--- src/rtl/chimera_pkg.sv ---
// Shared SoC types: APB request/response and the cluster power-sequencer
// register offsets, state encoding and per-state output decode.
package chimera_pkg;

    typedef struct packed {
        logic [31:0] paddr;
        logic [2:0]  pprot;
        logic        psel;
        logic        penable;
        logic        pwrite;
        logic [31:0] pwdata;
        logic [3:0]  pstrb;
    } apb_req_t;

    typedef struct packed {
        logic        pready;
        logic [31:0] prdata;
        logic        pslverr;
    } apb_resp_t;

    localparam int unsigned ExtClusters = 5;

    localparam logic [11:0] PwrCtrlOffset   = 12'h000;
    localparam logic [11:0] PwrStatusOffset = 12'h004;
    localparam logic [11:0] PwrBusyOffset   = 12'h008;
    localparam logic [11:0] PwrErrOffset    = 12'h00C;

    typedef enum logic [2:0] {
        PWR_OFF, PWR_CLK_ON, PWR_RST_REL, PWR_DEISO,
        PWR_ON, PWR_ISO, PWR_RST, PWR_CLK_OFF
    } cluster_pwr_state_e;

    // {iso, clk_en, rst_n} driven while the sequencer sits in a state
    function automatic logic [2:0] pwr_state_outs(cluster_pwr_state_e s);
        case (s)
            PWR_CLK_ON, PWR_RST:  return 3'b110;
            PWR_RST_REL, PWR_ISO: return 3'b111;
            PWR_DEISO, PWR_ON:    return 3'b011;
            default:              return 3'b100;
        endcase
    endfunction

endpackage

--- src/rtl/chimera_cluster_pwr_ctrl_fsm.sv ---
// Single-cluster power sequencer: clock enable, reset release and AXI
// isolation handshake, with one shared settle/timeout counter.
module chimera_cluster_pwr_fsm
    import chimera_pkg::*;
#(
    parameter int unsigned ClkSettleCycles = 4,
    parameter int unsigned IsoTimeout      = 255
) (
    input  logic clk_i,
    input  logic rst_ni,
    input  logic target_i,
    input  logic isolated_i,
    output logic iso_o,
    output logic clk_en_o,
    output logic rst_no,
    output logic on_o,
    output logic busy_o,
    output logic timeout_o,
    output logic force_on_o
);

    localparam int unsigned CntMax = (ClkSettleCycles > IsoTimeout) ? ClkSettleCycles : IsoTimeout;
    localparam int unsigned CntW   = $clog2(CntMax + 1);

    localparam logic [CntW-1:0] SettleLast = CntW'(ClkSettleCycles - 1);
    localparam logic [CntW-1:0] TimeoutCnt = CntW'(IsoTimeout);
    localparam logic [CntW-1:0] CntSat     = CntW'(CntMax);

    cluster_pwr_state_e state_d, state_q;
    logic [CntW-1:0]    cnt_d, cnt_q;
    logic [2:0]         outs_d, outs_q;

    always_comb begin
        state_d    = state_q;
        cnt_d      = (cnt_q == CntSat) ? cnt_q : cnt_q + CntW'(1);
        timeout_o  = 1'b0;
        force_on_o = 1'b0;
        case (state_q)
            PWR_OFF:     if (target_i) state_d = PWR_CLK_ON;
            PWR_CLK_ON:  if (cnt_q == SettleLast) state_d = PWR_RST_REL;
            PWR_RST_REL: state_d = PWR_DEISO;
            // An acknowledge arriving on the timeout cycle takes priority
            PWR_DEISO: begin
                if (!isolated_i) begin
                    state_d = PWR_ON;
                end else if (cnt_q == TimeoutCnt) begin
                    timeout_o = 1'b1;
                    state_d   = PWR_ISO;
                end
            end
            PWR_ON:      if (!target_i) state_d = PWR_ISO;
            PWR_ISO: begin
                if (isolated_i) begin
                    state_d = PWR_RST;
                end else if (cnt_q == TimeoutCnt) begin
                    timeout_o  = 1'b1;
                    force_on_o = 1'b1;
                    state_d    = PWR_ON;
                end
            end
            PWR_RST:     state_d = PWR_CLK_OFF;
            PWR_CLK_OFF: state_d = PWR_OFF;
            default:     state_d = PWR_OFF;
        endcase
        if (state_d != state_q) cnt_d = '0;
        outs_d = pwr_state_outs(state_d);
    end

    always_ff @(posedge clk_i or negedge rst_ni) begin
        if (!rst_ni) begin
            state_q <= PWR_OFF;
            cnt_q   <= '0;
            outs_q  <= 3'b100;
        end else begin
            state_q <= state_d;
            cnt_q   <= cnt_d;
            outs_q  <= outs_d;
        end
    end

    assign {iso_o, clk_en_o, rst_no} = outs_q;
    assign on_o   = (state_q == PWR_ON);
    assign busy_o = (state_q != PWR_ON) && (state_q != PWR_OFF);

endmodule

--- src/rtl/chimera_cluster_pwr_ctrl.sv ---
// APB register front end for the per-cluster power sequencers: CTRL target,
// STATUS/BUSY views and sticky timeout flags.
module chimera_cluster_pwr_ctrl
    import chimera_pkg::*;
#(
    parameter int unsigned NumClusters     = ExtClusters,
    parameter int unsigned ClkSettleCycles = 4,
    parameter int unsigned IsoTimeout      = 255
) (
    input  logic                   clk_i,
    input  logic                   rst_ni,
    input  apb_req_t               apb_req_i,
    output apb_resp_t              apb_rsp_o,
    output logic [NumClusters-1:0] cluster_iso_o,
    input  logic [NumClusters-1:0] cluster_isolated_i,
    output logic [NumClusters-1:0] cluster_clk_en_o,
    output logic [NumClusters-1:0] cluster_rst_no,
    output logic                   err_irq_o
);

    logic [NumClusters-1:0] ctrl_d, ctrl_q, err_d, err_q;
    logic [NumClusters-1:0] on, busy, timeout, force_on, reg_sel;
    logic [NumClusters-1:0] wdata;
    logic [11:0]            reg_offs;
    logic                   access, reg_valid, wr_ctrl, wr_err;
    logic                   unused_apb;

    assign reg_offs   = apb_req_i.paddr[11:0];
    assign wdata      = apb_req_i.pwdata[NumClusters-1:0];
    assign access     = apb_req_i.psel && apb_req_i.penable;
    assign wr_ctrl    = access && apb_req_i.pwrite && (reg_offs == PwrCtrlOffset);
    assign wr_err     = access && apb_req_i.pwrite && (reg_offs == PwrErrOffset);
    assign unused_apb = ^{apb_req_i.paddr[31:12], apb_req_i.pprot, apb_req_i.pstrb, apb_req_i.pwdata};

    always_comb begin
        reg_sel   = '0;
        reg_valid = 1'b1;
        case (reg_offs)
            PwrCtrlOffset:   reg_sel = ctrl_q;
            PwrStatusOffset: reg_sel = on;
            PwrBusyOffset:   reg_sel = busy;
            PwrErrOffset:    reg_sel = err_q;
            default:         reg_valid = 1'b0;
        endcase
    end

    // A failed power-down forces the target back on; new timeouts beat W1C
    always_comb begin
        ctrl_d = wr_ctrl ? wdata : ctrl_q;
        ctrl_d = ctrl_d | force_on;
        err_d  = wr_err ? (err_q & ~wdata) : err_q;
        err_d  = err_d | timeout;
    end

    always_ff @(posedge clk_i or negedge rst_ni) begin
        if (!rst_ni) begin
            ctrl_q <= '0;
            err_q  <= '0;
        end else begin
            ctrl_q <= ctrl_d;
            err_q  <= err_d;
        end
    end

    assign apb_rsp_o.pready  = 1'b1;
    assign apb_rsp_o.pslverr = access && !reg_valid;
    assign apb_rsp_o.prdata  = (apb_req_i.psel && !apb_req_i.pwrite && reg_valid) ? 32'(reg_sel) : 32'd0;
    assign err_irq_o         = |err_q;

    for (genvar i = 0; i < NumClusters; i++) begin : gen_fsm
        chimera_cluster_pwr_fsm #(
            .ClkSettleCycles (ClkSettleCycles),
            .IsoTimeout      (IsoTimeout)
        ) i_fsm (
            .clk_i      (clk_i),
            .rst_ni     (rst_ni),
            .target_i   (ctrl_q[i]),
            .isolated_i (cluster_isolated_i[i]),
            .iso_o      (cluster_iso_o[i]),
            .clk_en_o   (cluster_clk_en_o[i]),
            .rst_no     (cluster_rst_no[i]),
            .on_o       (on[i]),
            .busy_o     (busy[i]),
            .timeout_o  (timeout[i]),
            .force_on_o (force_on[i])
        );
    end

endmodule
--- config.mk ---
export PLATFORM = sky130hd
export DESIGN_NAME = chimera_cluster_pwr_ctrl
export DESIGN_NICKNAME = d
export VERILOG_FILES = /design/src/rtl/chimera_pkg.sv /design/src/rtl/chimera_cluster_pwr_ctrl_fsm.sv /design/src/rtl/chimera_cluster_pwr_ctrl.sv
export SDC_FILE = /design/constraint.sdc
export NUM_CORES = 1
export LEC_CHECK = 0
export ABC_AREA = 1
export CAP_MARGIN = 15
export CORE_AREA = 5 5 115 117
export DETAILED_ROUTE_END_ITERATION = 8
export DIE_AREA = 0 0 120 122
export PLACE_DENSITY = 0.76
export SYNTH_ARGS = -nofsm -noshare
export SYNTH_HDL_FRONTEND = slang
export SYNTH_HIERARCHICAL = 1
export SYNTH_SLANG_ARGS = --single-unit
--- constraint.sdc ---
create_clock -name clk_i -period 1.5 [get_ports clk_i]
set_input_delay 0.225 -clock clk_i [delete_from_list [all_inputs] [get_ports clk_i]]
set_output_delay 0.225 -clock clk_i [all_outputs]
set_load 0.02 [all_outputs]
; ---- Word level (Yosys, flattened, before mapping)
; Cells that the tools add are included.
[classes]
n_addsub = 5
n_eq_ne = 93
muxes = 85
bitwise = 4
n_reduce_logical = 42
[ops]
columns = op, n
row1 = 3-bit case mux with 8 select lines, 5
row2 = 3-bit equality test (second input constant), 35
row3 = 3-bit two-way mux, 35
row4 = 8-bit two-way mux, 10
row5 = 3-bit by 2-bit equality test with 1-bit output (second input constant), 20
row6 = 3-bit case mux with 3 select lines, 5
row7 = 8-bit by 1-bit adder with 8-bit output (second input constant), 5
row8 = 8-bit by 2-bit equality test with 1-bit output (second input constant), 5
row9 = 8-bit equality test (second input constant), 5
row10 = 3-bit by 1-bit equality test with 1-bit output (second input constant), 10
row11 = 2-bit OR reduction, 15
row12 = 12-bit by 4-bit equality test with 1-bit output (second input constant), 2
row13 = 1-bit two-way mux, 21
row14 = 5-bit case mux with 4 select lines, 1
row15 = 3-bit zero test, 5
row16 = 5-bit two-way mux, 3
row17 = 3-bit inequality test, 5
row18 = 3-bit inequality test (second input constant), 5
row19 = 3-bit nonzero test, 5
row20 = 12-bit by 3-bit equality test with 1-bit output (second input constant), 1
row21 = 1-bit logical AND, 12
row22 = 12-bit zero test, 1
row23 = 2-bit inequality test (second input constant), 5
row24 = 5-bit OR, 2
row25 = 6 further kinds, 11
[totals]
regBits = 80
inputBits = 81
output_inout_bits = 50
elab_cells = 246

; ---- Logic depth before layout (Yosys ltp)
[depth]
ltp_word = 7
depth_mapped = 11
depth_no_buf = 11

; ---- By module
; The synthesis kept the hierarchy.
[by_module_without_submodules]
columns = module, n_inst, cells_per_inst, area_each_um2, seq_area_each_um2
row1 = chimera_cluster_pwr_fsm (gen_fsm[0].i_fsm ...), 4, 112, 854.6, 351.6
row2 = chimera_cluster_pwr_ctrl, 1, 142, 952.2, 250.2
row3 = chimera_cluster_pwr_fsm (gen_fsm[4].i_fsm), 1, 115, 913.4, 351.6

; ---- Worst setup path after synthesis
; Ideal clock, no wire load.
[synth_path]
path_kind = register -> register
start = reg gen_fsm[0].i_fsm.cnt_q[0]
end = reg gen_fsm[0].i_fsm.cnt_q[4]
setup_ns = 0.122
arrival_time_ns = 1.412
required_time_ns = 1.378
path_slack_ns = -0.034
stages_incl_launch_ff = 12
n_path_buf = 1
synth_period_minus_slack_ns = 1.534
cell_sequence = dfrtp_1 ha_1 nand2_1 nor2_2 nand2_2 buf_6 nand2_2 nand2_1 a31oi_1 inv_1 nand2_4 nor2_2
[synth_via]
elab_chain_len = 6
elab_cells_between_ends = 13
cone_classes = add/sub: 1 / eq/ne: 4 / mux: 8
[synth_lines]
columns = item, line_no
row1 = start: declaration, chimera_cluster_pwr_ctrl_fsm.sv:30  ; logic [CntW-1:0] cnt_d, cnt_q;
row2 = start signal: assignment, chimera_cluster_pwr_ctrl_fsm.sv:76  ; cnt_q <= cnt_d;
row3 = 8-bit equality test, "chimera_cluster_pwr_ctrl_fsm.sv:35, chimera_cluster_pwr_ctrl_fsm.sv:46, chimera_cluster_pwr_ctrl_fsm.sv:55"
row4 = 3-bit two-way mux (on tied branches), "chimera_cluster_pwr_ctrl_fsm.sv:55, chimera_cluster_pwr_ctrl_fsm.sv:46"
row5 = 3-bit two-way mux (on tied branches), "chimera_cluster_pwr_ctrl_fsm.sv:53, chimera_cluster_pwr_ctrl_fsm.sv:44"
row6 = 3-bit case mux with 8 select lines, chimera_cluster_pwr_ctrl_fsm.sv:38  ; case (state_q)
row7 = 3-bit inequality test, chimera_cluster_pwr_ctrl_fsm.sv:65  ; if (state_d != state_q) cnt_d = '0;
row8 = 2-bit inequality test (no line) or 8-bit two-way mux (tied branches), --
; Several ways; a longest one is shown, not always the timed one. The select of a mux whose other input is x is not followed.
; A chain may end at the register's enable or synchronous reset.

==> impl_metrics.ini <==
[clock_network]
cts_buffers = 9
cts.sink_count = 80
clk_pin_slew_ns = 0.06
root_buffer = clkbuf_16
clock_path_buffers = 2
cts_tree = built
clkLatencyLatePin_ns = 0.35
htree_levels = 3

[synthesis]
synthCells = 705
ys_ff_latch = 80
ys_seq_area_frac = 0.380
synth_edf_count = 0
synth_flop_cell = dfrtp_1
synthesis.yosys.warnings = 6
syn-cell-area_um2 = 5280
synthArstFlopShare = 1.00
syn_area_per_cell_um2 = 7.49
ys_types = 36

[critical_path]
path_cells = inv_2 -> nand2_4 -> nor2_2 -> nand3_1 -> nand2_1 -> nor2_2 -> nor2_4 -> buf_6
crit_path_frequent_cell = nor2_2
r2r_slack_ns = -0.17
timing.rr.end = gen_fsm[0].i_fsm/cnt_q[2]
crit_slowest_cell = dfrtp_1
critical_path.top_delay_family = simple AND/OR/NAND/NOR gates
startpoint_type = flop
path_buf_inv = 2
crit_fanout = 3
r2r_cells = 11
arrival_ns = 1.49
worst_path_largest_cell_delay_ns = 0.40
crit_required_ns = 1.27
criticalPathCategory = flop to output port
timing.rr.start = gen_fsm[0].i_fsm/cnt_q[1]
endpoint_kind = output port

[global_route]
antenna_found_initial = 0
grt_usage = 0.187
grt_max_degree = 38
grt_pass1_wl_um = 22400
grt_pass1_vias = 5112
overflow = 0

[placement]
dpl.hpwl_um = 8840
io_buffers = 48
pre_cts_ws_ns = -0.978
routabilityCongestion = 0.902

[die]
initial_core_util = 0.431
core_area_um2 = 12300
rows = 41
die_x_um = 120
ios = 131
dieArea_um2 = 14600
die_y_um = 122

[final_layout]
insertedDiodeCount = 0
fin_nets = 998
final_cell_mix = buf_4, nand2_1, dfrtp_1
area_delta_synth_final_pct = 56.5
final_common_cell = buf_4
drive_gt1_frac = 0.501

[power_and_ir_drop]
p_leak_nw = 3.92
finalPower_w = 0.0141
peakVddDrop_uv = 834
power_per_cell_area_nw_per_um2 = 1700

[route]
drtIter0Drc = 570
maxUsedRoutingLayer = met4
m1WireLength_um = 6640
antenna_left = 0
avgViaCountPerCell = 5.26
wl_met3_um = 700
dr_wl_met2_um = 9070
dr.pass1.iters = 5
post_drt_wl_per_cell_um = 16.3
via_count = 5606
wirelength_um = 17300
drc_errors = 0

[timing]
fin_crit_sh = 1.15
hold_ws_ns = 0.322
drv_slew = 0
skew_ns = 0.00605
setup_viol = 56
worst_slack_ns = -0.220
rsz0062_at_grt = yes
period_needed_ns = 1.72
fmax_mhz = 582
finalHoldViolCount = 0

[outcome]
violations = setup timing
outcome = finished with violations

[flow_run]
max_cap_violations = 0

[min_path]
min_path_type = input pin to asynchronous set/reset pin
## Yosys cell counts (8+ instances only)
cell type / count / area share
nand3_1: 55 / 0.052
o21ai_0: 17 / 0.016
nand2_1: 143 / 0.10
nor2_1: 67 / 0.048
nand2_4: 8 / 0.017
nor2_2: 55 / 0.065
inv_1: 75 / 0.053
nand4_1: 18 / 0.021
dfrtp_1: 75 / 0.36
nand2_2: 26 / 0.031
a21oi_1: 23 / 0.022
buf_4: 28 / 0.040
nor3_1: 9 / 0.0085
clkinv_1: 8 / 0.0057
inv_2: 14 / 0.0099
xor2_1: 10 / 0.017
## metrics by stage
step                cells  cell area (um^2)  setup TNS (ns)   util
finish               1066              8270           -5.52  0.675
global route         1066              8270           -9.76  0.675
CTS                  1048              7450           -2.23  0.608
detailed placement    999              6580          -14.25  0.537
global placement      999              6580          -12.63  0.537
floorplan             731              5390          -0.600      -
## kinds of logic after synthesis
| logic type | synth area share |
|---|---|
| other cells | 0.00142 |
| xor+xnor | 0.0265 |
| fa+ha+maj | 0.0118 |
| flops | 0.380 |
| buf+inv | 0.130 |
| simple gates | 0.380 |
| compound gates | 0.0699 |
## where the power goes
part           total, W  switching (W)  internal (W)
clock network   0.00208       0.000877       0.00120
logic           0.00890        0.00521       0.00369
registers       0.00312       0.000359       0.00276
## timing repair
item | 4_1_cts | 5_1_grt
setup endpoints to repair | 73 | 77
pin swaps | 73 | 84
gates cloned | 0 | 1
hold buffers | 1 | 0
resized for setup | 169 | 184
endpoints found under the hold margin | 19 | 0
setup buffers | 35 | 20
## flip-flops by register name, indices dropped and copies added (netlist names)
| name | cells |
|---|---|
| gen_fsm.i_fsm/outs_q | 15 |
| gen_fsm.i_fsm/cnt_q | 40 |
| ctrl_q | 5 |
| gen_fsm.i_fsm/state_q | 15 |
| err_q | 5 |
## area by class of cell
type | instances | area [um^2]
fill | 782 | 3990
multi-input combinational | 513 | 3610
sequential | 80 | 2010
timing repair buffer | 206 | 1790
inverter | 102 | 397
clock buffer | 14 | 264
tap | 150 | 188
clock inverter | 1 | 5.00
## per-layer routing
metal,global-route usage,vias to the layer above
li1,-,2591
met1,0.219,2722
met3,0.0172,78
met2,0.345,215
met5,0,-
met4,0.0873,0
## worst max path at each step
stage,startpoint,to,slack (ns),depth (start not counted)
after floorplan,gen_fsm[0].i_fsm/cnt_q[0],gen_fsm[0].i_fsm/cnt_q[4],-0.02,11
after global placement,apb_req_i[43],apb_rsp_o[5],-0.93,9
after detailed placement,apb_req_i[43],apb_rsp_o[5],-0.98,9
after CTS,gen_fsm[4].i_fsm/state_q[1],apb_rsp_o[5],-0.17,8
after global routing,gen_fsm[1].i_fsm/cnt_q[0],gen_fsm[1].i_fsm/cnt_q[0],-0.29,11
final,gen_fsm[4].i_fsm/state_q[1],apb_rsp_o[5],-0.22,8
(Power assumes the default switching activity.)
